**src/rtl/dot_product_seq_if.sv**
```systemverilog
// Bundle of the sequencer's stream, MAC-side and result signals.
// master: upstream producer / MAC / result consumer side.
// slave:  the dot_product_seq sequencer.
interface dot_product_seq_if #(
  parameter int DATA_WIDTH = 8,
  parameter int MAX_LEN    = 16
);
  localparam int CW = $clog2(MAX_LEN + 1);

  // operand stream
  logic                    in_valid;
  logic                    in_ready;
  logic [DATA_WIDTH-1:0]   in_a;
  logic [DATA_WIDTH-1:0]   in_b;
  logic                    in_last;

  // MAC control and read-back
  logic                    mac_en;
  logic                    mac_clr;
  logic [DATA_WIDTH-1:0]   mac_a;
  logic [DATA_WIDTH-1:0]   mac_b;
  logic [3*DATA_WIDTH-1:0] mac_cout;

  // result port
  logic                    res_valid;
  logic                    res_ready;
  logic [3*DATA_WIDTH-1:0] res_data;
  logic [CW-1:0]           res_count;
  logic                    res_overlen;

  modport master (
    output in_valid, in_a, in_b, in_last,
    input  in_ready,
    input  mac_en, mac_clr, mac_a, mac_b,
    output mac_cout,
    input  res_valid, res_data, res_count, res_overlen,
    output res_ready
  );

  modport slave (
    input  in_valid, in_a, in_b, in_last,
    output in_ready,
    output mac_en, mac_clr, mac_a, mac_b,
    input  mac_cout,
    output res_valid, res_data, res_count, res_overlen,
    input  res_ready
  );
endinterface

```
**src/rtl/dot_product_seq.sv**
```systemverilog
// dot_product_seq: drives an external MAC (En/Clr/Ain/Bin) from a valid/ready
// operand stream, clears it before every vector and returns the finished sum
// on a valid/ready result port.
// Optional build macro: DOT_PRODUCT_SEQ_ZERO_SKIP_EN -- beats with a zero
// operand are counted but do not enable the MAC (saves MAC switching power).
module dot_product_seq #(
  parameter int DATA_WIDTH = 8,
  parameter int MAX_LEN    = 16
) (
  input logic             clk,
  input logic             rst_n,
  dot_product_seq_if.slave bus
);
  localparam int CW = $clog2(MAX_LEN + 1);

  typedef enum logic [1:0] {
    CLEAR = 2'd0,
    ACCUM = 2'd1,
    DRAIN = 2'd2,
    HOLD  = 2'd3
  } state_t;

  state_t        state;
  logic [CW-1:0] beat_cnt;
  logic          overlen;

  logic          fire;
  logic          take;
  logic [CW-1:0] beat_cnt_nxt;
  logic          at_cap;

  assign fire         = bus.in_valid & bus.in_ready;
  assign beat_cnt_nxt = beat_cnt + CW'(1);
  assign at_cap       = (beat_cnt_nxt == CW'(MAX_LEN));

  // MAC operand pass-through; operands are zeroed whenever no beat is forwarded.
  always_comb begin
    // NOTE: every signal gets a default first so no path leaves it unassigned (no latch).
`ifdef DOT_PRODUCT_SEQ_ZERO_SKIP_EN
    take = fire && (bus.in_a != '0) && (bus.in_b != '0);
`else
    take = fire;
`endif
    bus.mac_en = take;
    bus.mac_a  = take ? bus.in_a : '0;
    bus.mac_b  = take ? bus.in_b : '0;
  end

  // Sequencer FSM with registered in_ready / mac_clr / res_valid and result capture.
  always_ff @(posedge clk or negedge rst_n) begin
    if (!rst_n) begin
      state           <= CLEAR;
      beat_cnt        <= '0;
      overlen         <= 1'b0;
      bus.in_ready    <= 1'b0;
      bus.mac_clr     <= 1'b1;
      bus.res_valid   <= 1'b0;
      bus.res_data    <= '0;
      bus.res_count   <= '0;
      bus.res_overlen <= 1'b0;
    end else begin
      // NOTE: state is updated with non-blocking assignments so every branch sees pre-edge values.
      case (state)
        CLEAR: begin
          beat_cnt     <= '0;
          overlen      <= 1'b0;
          bus.mac_clr  <= 1'b0;
          bus.in_ready <= 1'b1;
          state        <= ACCUM;
        end
        ACCUM: begin
          if (fire) begin
            beat_cnt <= beat_cnt_nxt;
            if (bus.in_last || at_cap) begin
              // a vector closed by the length cap (not by in_last) is flagged truncated
              overlen      <= ~bus.in_last;
              bus.in_ready <= 1'b0;
              state        <= DRAIN;
            end
          end
        end
        DRAIN: begin
          // the MAC registered the last product on the previous edge; Cout is final now
          bus.res_data    <= bus.mac_cout;
          bus.res_count   <= beat_cnt;
          bus.res_overlen <= overlen;
          bus.res_valid   <= 1'b1;
          state           <= HOLD;
        end
        HOLD: begin
          if (bus.res_ready) begin
            bus.res_valid <= 1'b0;
            bus.mac_clr   <= 1'b1;
            state         <= CLEAR;
          end
        end
        default: begin
          bus.in_ready  <= 1'b0;
          bus.res_valid <= 1'b0;
          bus.mac_clr   <= 1'b1;
          state         <= CLEAR;
        end
      endcase
    end
  end
endmodule

```
**src/flat_wrapper.sv**
```systemverilog
// flat-port wrapper written by rule: the top's interface ports become plain ports
module dot_product_seq_flat 
#(
  parameter int DATA_WIDTH = 8,
  parameter int MAX_LEN    = 16
)
  (clk, rst_n, bus_in_valid, bus_in_a, bus_in_b, bus_in_last, bus_in_ready, bus_mac_en, bus_mac_clr, bus_mac_a, bus_mac_b, bus_mac_cout, bus_res_valid, bus_res_data, bus_res_count, bus_res_overlen, bus_res_ready);
  dot_product_seq_if #(.DATA_WIDTH(DATA_WIDTH), .MAX_LEN(MAX_LEN)) bus_i ();
  input logic clk;
  input logic rst_n;
  input wire logic [$bits(bus_i.in_valid)-1:0] bus_in_valid;
  input wire logic [$bits(bus_i.in_a)-1:0] bus_in_a;
  input wire logic [$bits(bus_i.in_b)-1:0] bus_in_b;
  input wire logic [$bits(bus_i.in_last)-1:0] bus_in_last;
  output wire logic [$bits(bus_i.in_ready)-1:0] bus_in_ready;
  output wire logic [$bits(bus_i.mac_en)-1:0] bus_mac_en;
  output wire logic [$bits(bus_i.mac_clr)-1:0] bus_mac_clr;
  output wire logic [$bits(bus_i.mac_a)-1:0] bus_mac_a;
  output wire logic [$bits(bus_i.mac_b)-1:0] bus_mac_b;
  input wire logic [$bits(bus_i.mac_cout)-1:0] bus_mac_cout;
  output wire logic [$bits(bus_i.res_valid)-1:0] bus_res_valid;
  output wire logic [$bits(bus_i.res_data)-1:0] bus_res_data;
  output wire logic [$bits(bus_i.res_count)-1:0] bus_res_count;
  output wire logic [$bits(bus_i.res_overlen)-1:0] bus_res_overlen;
  input wire logic [$bits(bus_i.res_ready)-1:0] bus_res_ready;
  assign bus_i.in_valid = bus_in_valid;
  assign bus_i.in_a = bus_in_a;
  assign bus_i.in_b = bus_in_b;
  assign bus_i.in_last = bus_in_last;
  assign bus_in_ready = bus_i.in_ready;
  assign bus_mac_en = bus_i.mac_en;
  assign bus_mac_clr = bus_i.mac_clr;
  assign bus_mac_a = bus_i.mac_a;
  assign bus_mac_b = bus_i.mac_b;
  assign bus_i.mac_cout = bus_mac_cout;
  assign bus_res_valid = bus_i.res_valid;
  assign bus_res_data = bus_i.res_data;
  assign bus_res_count = bus_i.res_count;
  assign bus_res_overlen = bus_i.res_overlen;
  assign bus_i.res_ready = bus_res_ready;
  dot_product_seq #(.DATA_WIDTH(DATA_WIDTH), .MAX_LEN(MAX_LEN)) u_core (.clk(clk), .rst_n(rst_n), .bus(bus_i));
endmodule
```
**config.mk**
```make
export PLATFORM = sky130hd
export DESIGN_NAME = dot_product_seq_flat
export DESIGN_NICKNAME = d
export VERILOG_FILES = /design/src/rtl/dot_product_seq_if.sv /design/src/rtl/dot_product_seq.sv /design/src/flat_wrapper.sv
export SDC_FILE = /design/constraint.sdc
export NUM_CORES = 1
export LEC_CHECK = 0
export CAP_MARGIN = 20
export CORE_MARGIN = 2
export CORE_UTILIZATION = 36
export DETAILED_ROUTE_END_ITERATION = 8
export GPL_TIMING_DRIVEN = 0
export PLACE_DENSITY = 0.82
export SETUP_SLACK_MARGIN = 0.15
export SLEW_MARGIN = 25
export SYNTH_ARGS = -nofsm -noshare
export SYNTH_HDL_FRONTEND = slang
export SYNTH_SLANG_ARGS = --single-unit
```
**constraint.sdc**
```tcl
create_clock -name clk -period 1.5 [get_ports clk]
set_input_delay 0.375 -clock clk [delete_from_list [all_inputs] [get_ports clk]]
set_output_delay 0.375 -clock clk [all_outputs]
set_load 0.01 [all_outputs]
```
# --- Word-level counts from Yosys, hierarchy flattened ---
# Cells that the tools add are included.
word_totals:
  input_bits: 45
  register_bits: 41
  output_inout_bits: 50
classes:
  n_eq_ne: 7
  n_mux: 18
  bitwise: 2
  reduce_logical: 10
  addsub: 1
op_table:
  columns: ["operator", "count"]
  rows:
  - ["$mux W8", 2]
  - ["$pmux W5 S2", 1]
  - ["$pmux W1 S2", 4]
  - ["$pmux W2 S4", 1]
  - ["$mux W1", 6]
  - ["$mux W2", 3]
  - ["$reduce_and A2 Y1", 3]
  - ["$reduce_and A3 Y1", 2]
  - ["$reduce_bool A2 Y1", 3]
  - ["$add A5 B1 Y5 const B", 1]
  - ["$eq A5 B5 Y1 const B", 1]
  - ["$mux W5", 1]
  - ["$eq A2 B2 Y1 const B", 2]
  - ["$ne A2 B1 Y1 const B", 2]
  - ["$eq A2 B1 Y1 const B", 1]
  - ["$logic_not A2 Y1", 1]
  - ["$ne A2 B2 Y1 const B", 1]
  - ["$and A1 B1 Y1", 1]
  - ["$logic_or A1 B1 Y1", 1]
  - ["$not A1 Y1", 1]

# --- Depth between registers and ports, before layout ---
depth:
  depth_word: 6
  depth_mapped: 6
  depth_no_buf: 5

# --- Worst setup path after synthesis ---
# OpenSTA, ideal clock, no wires.
synth_path:
  kind: "flip-flop to flip-flop"
  startpoint: "reg u_core.state[0]"
  endpoint: "reg u_core.bus.res_data[10]"
  setup_time_ps: 125
  stages_incl_launch_ff: 6
  path_buffers: 2
  slack_ps: 48
  arrival_ps: 1327
  synth_period_minus_slack_ps: 1452
  path_cell_list: "dfrtp_1 > inv_1 > ha_1 > clkbuf_1 > buf_2 > mux2_2"
synth_between:
  elab_chain_cells: 1
synth_rtl:
  columns: ["item", "line_no", "source"]
  rows:
  - ["start: declaration", "dot_product_seq.sv:23", "state_t state;"]
  - ["start signal: assignment", "dot_product_seq.sv:52", "state <= CLEAR;"]
  - ["start signal: assignment", "dot_product_seq.sv:69", "state <= ACCUM;"]
  - ["start signal: assignment", "dot_product_seq.sv:78", "state <= DRAIN;"]
  - ["$eq A2 B2 Y1", "dot_product_seq.sv:63", "case (state)"]
  - ["end signal: assignment", "dot_product_seq.sv:84", "bus.res_data <= bus.mac_cout;"]
  - ["end: declaration", "dot_product_seq_if.sv:45", "output res_valid, res_data, res_count, res_overlen,"]
# No other way between the ends.
# A chain may end at the register's enable or synchronous reset.

# --- Worst setup path in the final report ---
layout_path:
  startpoint: "reg u_core.bus.in_ready"
  endpoint: "out bus_mac_a[7]"
layout_between:
  elab_chain_cells: 2
layout_rtl:
  columns: ["item", "line_no", "source"]
  rows:
  - ["start: declaration", "dot_product_seq_if.sv:42", "output in_ready,"]
  - ["start signal: assignment", "dot_product_seq.sv:55", "bus.in_ready <= 1'b0;"]
  - ["start signal: assignment", "dot_product_seq.sv:68", "bus.in_ready <= 1'b1;"]
  - ["start signal: assignment", "dot_product_seq.sv:77", "bus.in_ready <= 1'b0;"]
  - ["$and A1 B1 Y1", "dot_product_seq.sv:32", "assign fire = bus.in_valid & bus.in_ready;"]
  - ["$mux W8", "dot_product_seq.sv:45", "bus.mac_a = take ? bus.in_a : '0;"]
  - ["end: declaration", "flat_wrapper.sv:18", "output wire logic [$bits(bus_i.mac_a)-1:0] bus_mac_a;"]
# No other way between the ends.

==> flow_metrics.tcl <==
set metrics [dict create \
    status "complete, but fails checks" \
    violations "setup timing" \
    crit_fanout 6 \
    clk_pin_slew_ns 0.07 \
    layout-drive-gt1-share 0.507 \
    power_density_nw_per_um2 1920 \
    diodes 0 \
    syn_avg_cell_area_sq_um 12.3 \
    timing.rr.start "u_core.bus.in_ready$_DFFE_PN0P_" \
    synthMostInstantiatedCell "dfrtp_1" \
    cts_made_buffers 5 \
    grt_pass1_wl_microns 8890 \
    worst_slew_pin_slew_ns 0.519 \
    vias 1796 \
    syn2layout_area_growth_pct 102 \
    clk_path_buf_depth 2 \
    setup_viol 19 \
    drtIter0Drc 95 \
    first_global_vias 1802 \
    async_flop_share 1.00 \
    die_h_microns 76.7 \
    antenna_found_initial 0 \
    synth_cell_types 30 \
    cts_num_sinks 41 \
    syn_inst 155 \
    cts_tree "yes" \
    route.detailed.drc 0 \
    drv_slew 0 \
    rsz0062_at_grt "yes" \
    dieArea_sq_um 5880 \
    final.min_clock_period_ns 1.63 \
    first_pass_iters 4 \
    routed_wl_microns 6210 \
    h-tree-depth 2 \
    wl_per_cell_microns 17.0 \
    path_class "flip-flop to output port" \
    yosysWarningCount 0 \
    relSlewSlack 0.654 \
    die_x_microns 76.7 \
    ys_top_cells_by_area "dfrtp_1 53%, mux2_2 17%, and3_1 5.3%" \
    grt_max_degree 23 \
    portBuffers 94 \
    clock_latency_ns 0.29 \
    core_sq_um 5110 \
    cap_violations 0 \
    hold_viol 0 \
    critPathLaunchType "flip-flop" \
    post-synth-top-area-fraction 0.526 \
    ys_ff_latch 41 \
    n_fill_cell 317 \
    dpl_cell_area_sq_um 2980 \
    timing.final.crit_share 1.08 \
    crit_start "u_core.bus.in_ready$_DFFE_PN0P_" \
    postRouteAntennaNets 0 \
    start_util 0.373 \
    max_clock_freq_mhz 615 \
    hold_path_class "primary input to asynchronous set/reset pin" \
    fin_skew_ns 0.00296 \
    synth_top_cells_by_count "40 x dfrtp_1, 29 x mux2_2, 16 x and3_1" \
    nets 345 \
    crit_required_ns 1.12 \
    pin_count 95 \
    fin_area_sq_um 3840 \
    synth_ff_type "dfrtp_1" \
    cp.arrival_ns 1.25 \
    dp_cells 320 \
    track_usage 0.186 \
    hpwlAfterDp_microns 3480 \
    synth-edff-count 0 \
    critPathCaptureType "output port" \
    final_util 0.752 \
    yosys.area.top_type "dfrtp_1" \
    syn_nets 205 \
    routabilityCongestion 0.744 \
    rows 26 \
    yosysSeqAreaShare 0.540 \
    power.leakage_nw 1.76 \
    max-vdd-ir-drop_v 0.00129 \
    stdcell_count 366 \
    cts-root-buf "clkbuf_8" \
    grt_overflow 0 \
    vias_per_cell 4.91 \
    syn-cell-area_sq_um 1900 \
    fin_ws_ns -0.126 \
]
per-layer routing:
metal  vias to the layer above  wire length (microns)  global-route usage
met5                         -                      0                   0
met4                         0                    133              0.0600
met3                        14                    354              0.0471
met2                        74                   3250               0.330
met1                       885                   2480               0.220
li1                        823                      -                   -
layout by cell type, fill, tap and decap left out, types with 5 or more instances in the layout:
master | synthesis | layout
clkdlybuf4s50_1 | 0 | 42
dfrtp_1 | 40 | 36
mux2_4 | 1 | 31
clkdlybuf4s15_1 | 0 | 28
buf_6 | 0 | 25
buf_4 | 0 | 22
and3_4 | 0 | 12
buf_2 | 5 | 8
clkbuf_8 | 0 | 7
buf_8 | 0 | 6
nor2_1 | 7 | 6
a21oi_1 | 6 | 5
ha_4 | 0 | 5
logic make-up (layout without fill, tap and decap cells):
group                      count (synthesis)  after routing  synth area share
xor gates and xnor gates                   4              4            0.0184
and+or+nand+nor                           39             39             0.111
adders and majority gates                  5              5            0.0329
muxes                                     34             34             0.208
AOI/OAI and AO/OA                         15             15            0.0526
buffers and inverters                     17            158            0.0375
DFF                                       41             41             0.540
worst max-delay path, stage by stage, from the launching register on:
cell and delay, ns:
dfrtp_1 0.42, buf_6 0.16, buf_8 0.12, and3_4 0.15
buf_6 0.11
what timing repair did:
| item | in CTS | in global routing |
|---|---|---|
| hold buffers | 0 | 0 |
| buffers inserted | 20 | 13 |
| gates resized for setup | 194 | 67 |
| gates cloned | 5 | 0 |
| endpoints found under the setup margin | 85 | 85 |
| pin swaps | 11 | 5 |
registers in the layout (all words and copies together), names as in the netlist:
name	cells
u_core.bus.mac_clr	1
u_core.overlen	1
u_core.bus.res_valid	1
u_core.bus.res_data	24
u_core.bus.res_count	5
u_core.beat_cnt	5
u_core.state	2
u_core.bus.in_ready	1
u_core.bus.res_overlen	1
layout make-up:
class	count	area, sq um	share of cell area
sequential	41	1030	0.269
timing repair buffer	133	1350	0.352
buffer	10	141	0.0368
inverter	7	31.3	0.00814
multi-input combinational	97	1080	0.281
tap	70	87.6	0.0228
clock inverter	1	30.0	0.00782
clock buffer	7	86.3	0.0225
power by group:
group          internal (mW)  switching (mW)
Clock                  0.543           0.369
Sequential              1.59           0.362
Combinational           2.84            1.66
stage by stage:
step	hold slack (ns)	setup TNS (ns)	power, mW	setup slack (ns)
final	0.0576	-1.66	7.36	-0.126
after global routing	0.0939	-2.44	7.71	-0.149
after floorplan	0.0794	0	3.31	0.131
after CTS	0.0612	-1.04	6.59	-0.112
after detailed placement	0.377	-14.96	4.66	-0.960
after global placement	0.469	-56.82	4.56	-1.05
worst paths after layout:
check,depth (start not counted),endpoint,slack (ns)
setup / recovery,4,bus_mac_a[7],-0.13
hold / removal,1,u_core.bus.in_ready$_DFFE_PN0P_,0.06
setup reg to reg,7,u_core.state[1]$_DFFE_PN0P_,-0.09
hold reg to reg,1,u_core.bus.res_count[4]$_DFFE_PN0P_,0.51
max in group asynchronous,2,u_core.beat_cnt[0]$_DFFE_PN0P_,0.96
min in group clk,1,u_core.bus.res_count[4]$_DFFE_PN0P_,0.51
(Power assumes the default switching activity.)
==> variant 1: new RTL, same flow settings <==
The option `DOT_PRODUCT_SEQ_ZERO_SKIP_EN` is turned on by a define.
--- a/src/rtl/dot_product_seq.sv
+++ b/src/rtl/dot_product_seq.sv
@@ -3,6 +3,8 @@
 // on a valid/ready result port.
 // Optional build macro: DOT_PRODUCT_SEQ_ZERO_SKIP_EN -- beats with a zero
 // operand are counted but do not enable the MAC (saves MAC switching power).
+`define DOT_PRODUCT_SEQ_ZERO_SKIP_EN
+
 module dot_product_seq #(
   parameter int DATA_WIDTH = 8,
   parameter int MAX_LEN    = 16
Function: changed (Yosys sat finds a counterexample within 4 cycles, from zero or initial values and one cycle with rst_n low).
==> variant 1 against the original RTL <==
  * The run still ends with negative setup slack left
  * Synthesized cell count grew 1.9%
  * Power down 7.0%
  * Non-clock buffer count down 9
  * Critical path depth rose by 3
  * Area after synthesis up 1.1%
  * Wire length decreased by 3.5%
  * Sequential cell count unchanged
  * Setup slack worse by 0.43 ns
  * Cell area is 3.1% lower
  * Largest power group unchanged
==> variant 1: results <==
[sta]
setup_viol = 22
worst_pin_slew_ns = 0.348
skew_ns = 0.00391
finalWorstSetupSlack_ns = -0.554
holdWs_ns = 0.499
fin_setup_tns_ns = -8.72

[finish]
drive_above_1_share_pct = 47.8
top_register = u_core.bus.res_data
fin_nets = 344

[worst_setup_path]
cp_max_fo = 5
cp_slowest_cell = or4_4
reg2reg_depth = 6
r2r_slack_ns = -0.04
r2r_end = u_core.bus.res_data[8]
rr_startpoint = u_core.state[1]
critPathTopFamily = simple AND/OR/NAND/NOR gates

[placed_design]
dp.final_hpwl_um = 3710
gp_congestion = 0.792
dp.cells = 323
placed_area_mm2 = 0.00303

[drt]
wl_met3_um = 312
drt_iter0_drc = 54
routed_wl_um = 5990
wl_per_cell_um = 16.4
met1_length_um = 2460
route.met2.wl_um = 3130

[yosys]
synthAdderAreaFrac_pct = 3.25
synth-xor-area-share_pct = 1.82
synth_cell_types = 34
synthMuxAreaShare_pct = 19.3
ys_seq_area_share_pct = 53.4
yosys-top-cells-area = dfrtp_1, mux2_2, and2_1
synth_compound_area_share_pct = 6.05
synth_cells = 158

[power]
pwr-share-clk_pct = 13.5
comb-power_uw = 4070
p_sw_uw = 2180
ir_drop_v = 0.00137
leakagePower_uw = 0.00174
clock_power_uw = 926

[status]
violations = negative setup slack
outcome = complete, but fails checks

[global_route]
grt_use_met3_pct = 4.35
use_met2_pct = 34.3
grt_pass1_wl_um = 9340
grt_util_all_layers_pct = 19.7
grt_util_met1_pct = 25.9
grt_pass1_vias = 1817
grt_max_degree = 31
## variant 1: area by class of cell
class	count	area, um^2
Clock inverter	1	30.0
Multi-Input combinational cell	107	1130
Fill cell	378	1420
Buffer	6	98.8
Clock buffer	7	86.3
Inverter	5	18.8
Sequential cell	41	1030
Timing Repair Buffer	128	1240
Tap cell	70	87.6
## variant 1: worst max path at each step
stage,end,slack [ns],depth (start not counted)
2_1_floorplan,bus_mac_a[0],-0.29,5
3_3_place_gp,bus_mac_a[2],-1.25,7
3_5_place_dp,bus_mac_a[0],-1.25,7
4_1_cts,bus_mac_a[2],-0.55,7
5_1_grt,bus_mac_a[3],-0.59,7
6_report,bus_mac_a[3],-0.55,7
## variant 1: repair_timing
action / in CTS / in global routing
setup buffers: 16 / 12
endpoints found under the hold margin: 11 / 0
pin swaps: 16 / 7
setup endpoints to repair: 87 / 85
cloned: 5 / 0
hold buffers: 1 / 0
resized for setup: 214 / 47
==> variant 2: new RTL, same settings <==
Made on the original files. Re-encode `state_t` (4 states) as Gray code, 2 bits wide.
--- a/src/rtl/dot_product_seq.sv
+++ b/src/rtl/dot_product_seq.sv
@@ -14,10 +14,10 @@
   localparam int CW = $clog2(MAX_LEN + 1);
 
   typedef enum logic [1:0] {
-    CLEAR = 2'd0,
-    ACCUM = 2'd1,
-    DRAIN = 2'd2,
-    HOLD  = 2'd3
+    CLEAR = 2'b00,
+    ACCUM = 2'b01,
+    DRAIN = 2'b11,
+    HOLD  = 2'b10
   } state_t;
 
   state_t        state;
Behaviour: same outputs for any inputs over 10 cycles, from zero or initial values and one cycle with rst_n low; not proved beyond that.
==> variant 2 against the original RTL <==
  * The flow still finishes with violations (negative setup slack)
  * Register-to-register slack better by 0.05 ns
  * Sequential cell count did not move
  * Non-clock buffer count shrank 25
  * Via count shrank 9.9%
  * Clock skew up 0.0022 ns
  * Cell area down 18%
  * Power decreased by 25%
  * Wire length decreased by 21%
  * Area after synthesis is 6.0% lower
  * Setup slack lost 0.012 ns
  * Largest cell class unchanged
==> variant 2: results <==
[clock_tree]
cts-root-buf = clkbuf_8
clk_pin_slew_ns = 0.08
cts.path.max_buffers = 2
clock_latency_ns = 0.30

[power]
leakagePower_uw = 0.00143
swShare_pct = 33.1
ir_drop_v = 0.000887

[global_route]
grt_pass1_vias = 1530
grt_pass1_wl_um = 7210
grt_util_all_layers_pct = 17.5
grt_max_degree = 29
antenna_found_initial = 0

[placed_design]
placed_area_mm2 = 0.00283
io_buffer_count = 94
gp_congestion = 0.816
dp.final_hpwl_um = 3140
dp.cells = 305

[sta]
skew_ns = 0.00515
setup_viol = 17
worst_slew_margin_rel_pct = 71.5
finalWorstSetupSlack_ns = -0.139

[drt]
via_per_inst = 4.95
first_pass_iters = 4
vias = 1619
routed_wl_um = 4900
drt_iter0_drc = 56

[yosys]
synth_cell_types = 27
synth_common_cells = dfrtp_1, mux2_2, and3_1, nand2_1
synth_nets = 189
ys_seq_area_share_pct = 57.4
yosys-top-cells-area = dfrtp_1, mux2_2, and3_1
async_reset_ff_share_pct = 100
syn_avg_cell_area_um2 = 12.5

[hold_path]
hp-class = reg2reg

[finish]
drive_above_1_share_pct = 40.0
top_regs = u_core.bus.res_data: 24 flops, u_core.beat_cnt: 5 flops, u_core.bus.res_count: 5 flops
n_antenna_cell = 0

[status]
violations = negative setup slack
outcome = complete, but fails checks

[worst_setup_path]
cp_slowest_cell = dfrtp_2
max_stage_delay_ns = 0.44
variant 2: final timing paths:
check | start | end | slack, ns | cells past startpoint
worst max-delay path | u_core.bus.in_ready | bus_mac_a[3] | -0.14 | 4
worst min-delay path | u_core.bus.res_valid | u_core.bus.res_valid | 0.49 | 2
worst max register to register | u_core.bus.in_ready | u_core.beat_cnt[3] | -0.04 | 7
worst min register to register | u_core.bus.res_valid | u_core.bus.res_valid | 0.49 | 2
max in group asynchronous | rst_n | u_core.beat_cnt[0] | 0.53 | 3
min in group asynchronous | rst_n | u_core.state[0] | 0.51 | 2
variant 2: final cells by class:
class / count / area [um^2]
well taps: 67 / 83.8
inverters: 4 / 17.5
flip-flops and latches: 41 / 1030
repair buffers: 109 / 1070
plain buffers: 9 / 88.8
multi-input cells: 89 / 779
clock buffers: 6 / 82.6
fillers: 368 / 1590
clock inverters: 2 / 13.8
variant 2: per-layer routing:
metal | global-route usage (%) | vias up | wire length (um) | part of all wire (%)
li1 | - | 748 | - | -
met1 | 20.9 | 767 | 2010 | 41
met2 | 27.8 | 85 | 2280 | 47
met3 | 5.42 | 19 | 410 | 8.4
met4 | 10.1 | 0 | 202 | 4.1
met5 | 0 | - | 0 | 0
variant 2: kinds of logic after synthesis:
| logic type | share of synthesized area [%] |
|---|---|
| mux | 19.5 |
| fa+ha+maj | 0.699 |
| buf+inv | 3.01 |
| flops | 57.4 |
| compound gates | 5.52 |
| simple gates | 13.8 |
variant 2: what timing repair did:
| item | in CTS | in global routing |
|---|---|---|
| hold endpoints to repair | 12 | 0 |
| setup buffers | 6 | 3 |
| setup endpoints to repair | 84 | 73 |
| resized for setup | 147 | 52 |
| gates cloned | 4 | 0 |
| hold buffers | 1 | 0 |
| pin swaps | 1 | 7 |
variant 2: power by group through the flow:
stage / Sequential, uW / Combinational (uW) / Clock (uW)
after floorplan: 2130 / 1080 / 0
after global placement: 1940 / 2560 / 0
after detailed placement: 1960 / 2610 / 0
after CTS: 1900 / 2560 / 791
after global routing: 1990 / 3010 / 828
final: 1930 / 2790 / 766
variant 2: through the flow:
stage | worst slack [ns] | TNS (ns)
3_5_place_dp | -0.992 | -15.46
6_report | -0.139 | -1.59
4_1_cts | -0.145 | -1.65
5_1_grt | -0.162 | -2.20
3_3_place_gp | -0.973 | -54.35
2_1_floorplan | 0.160 | 0
variant 2: worst min-delay path, delay by kind of cell, from the launching register on:
family / cells / cell delay, ns
flip-flops: 1 / 0.36
AND/OR/NAND/NOR: 2 / 0.10
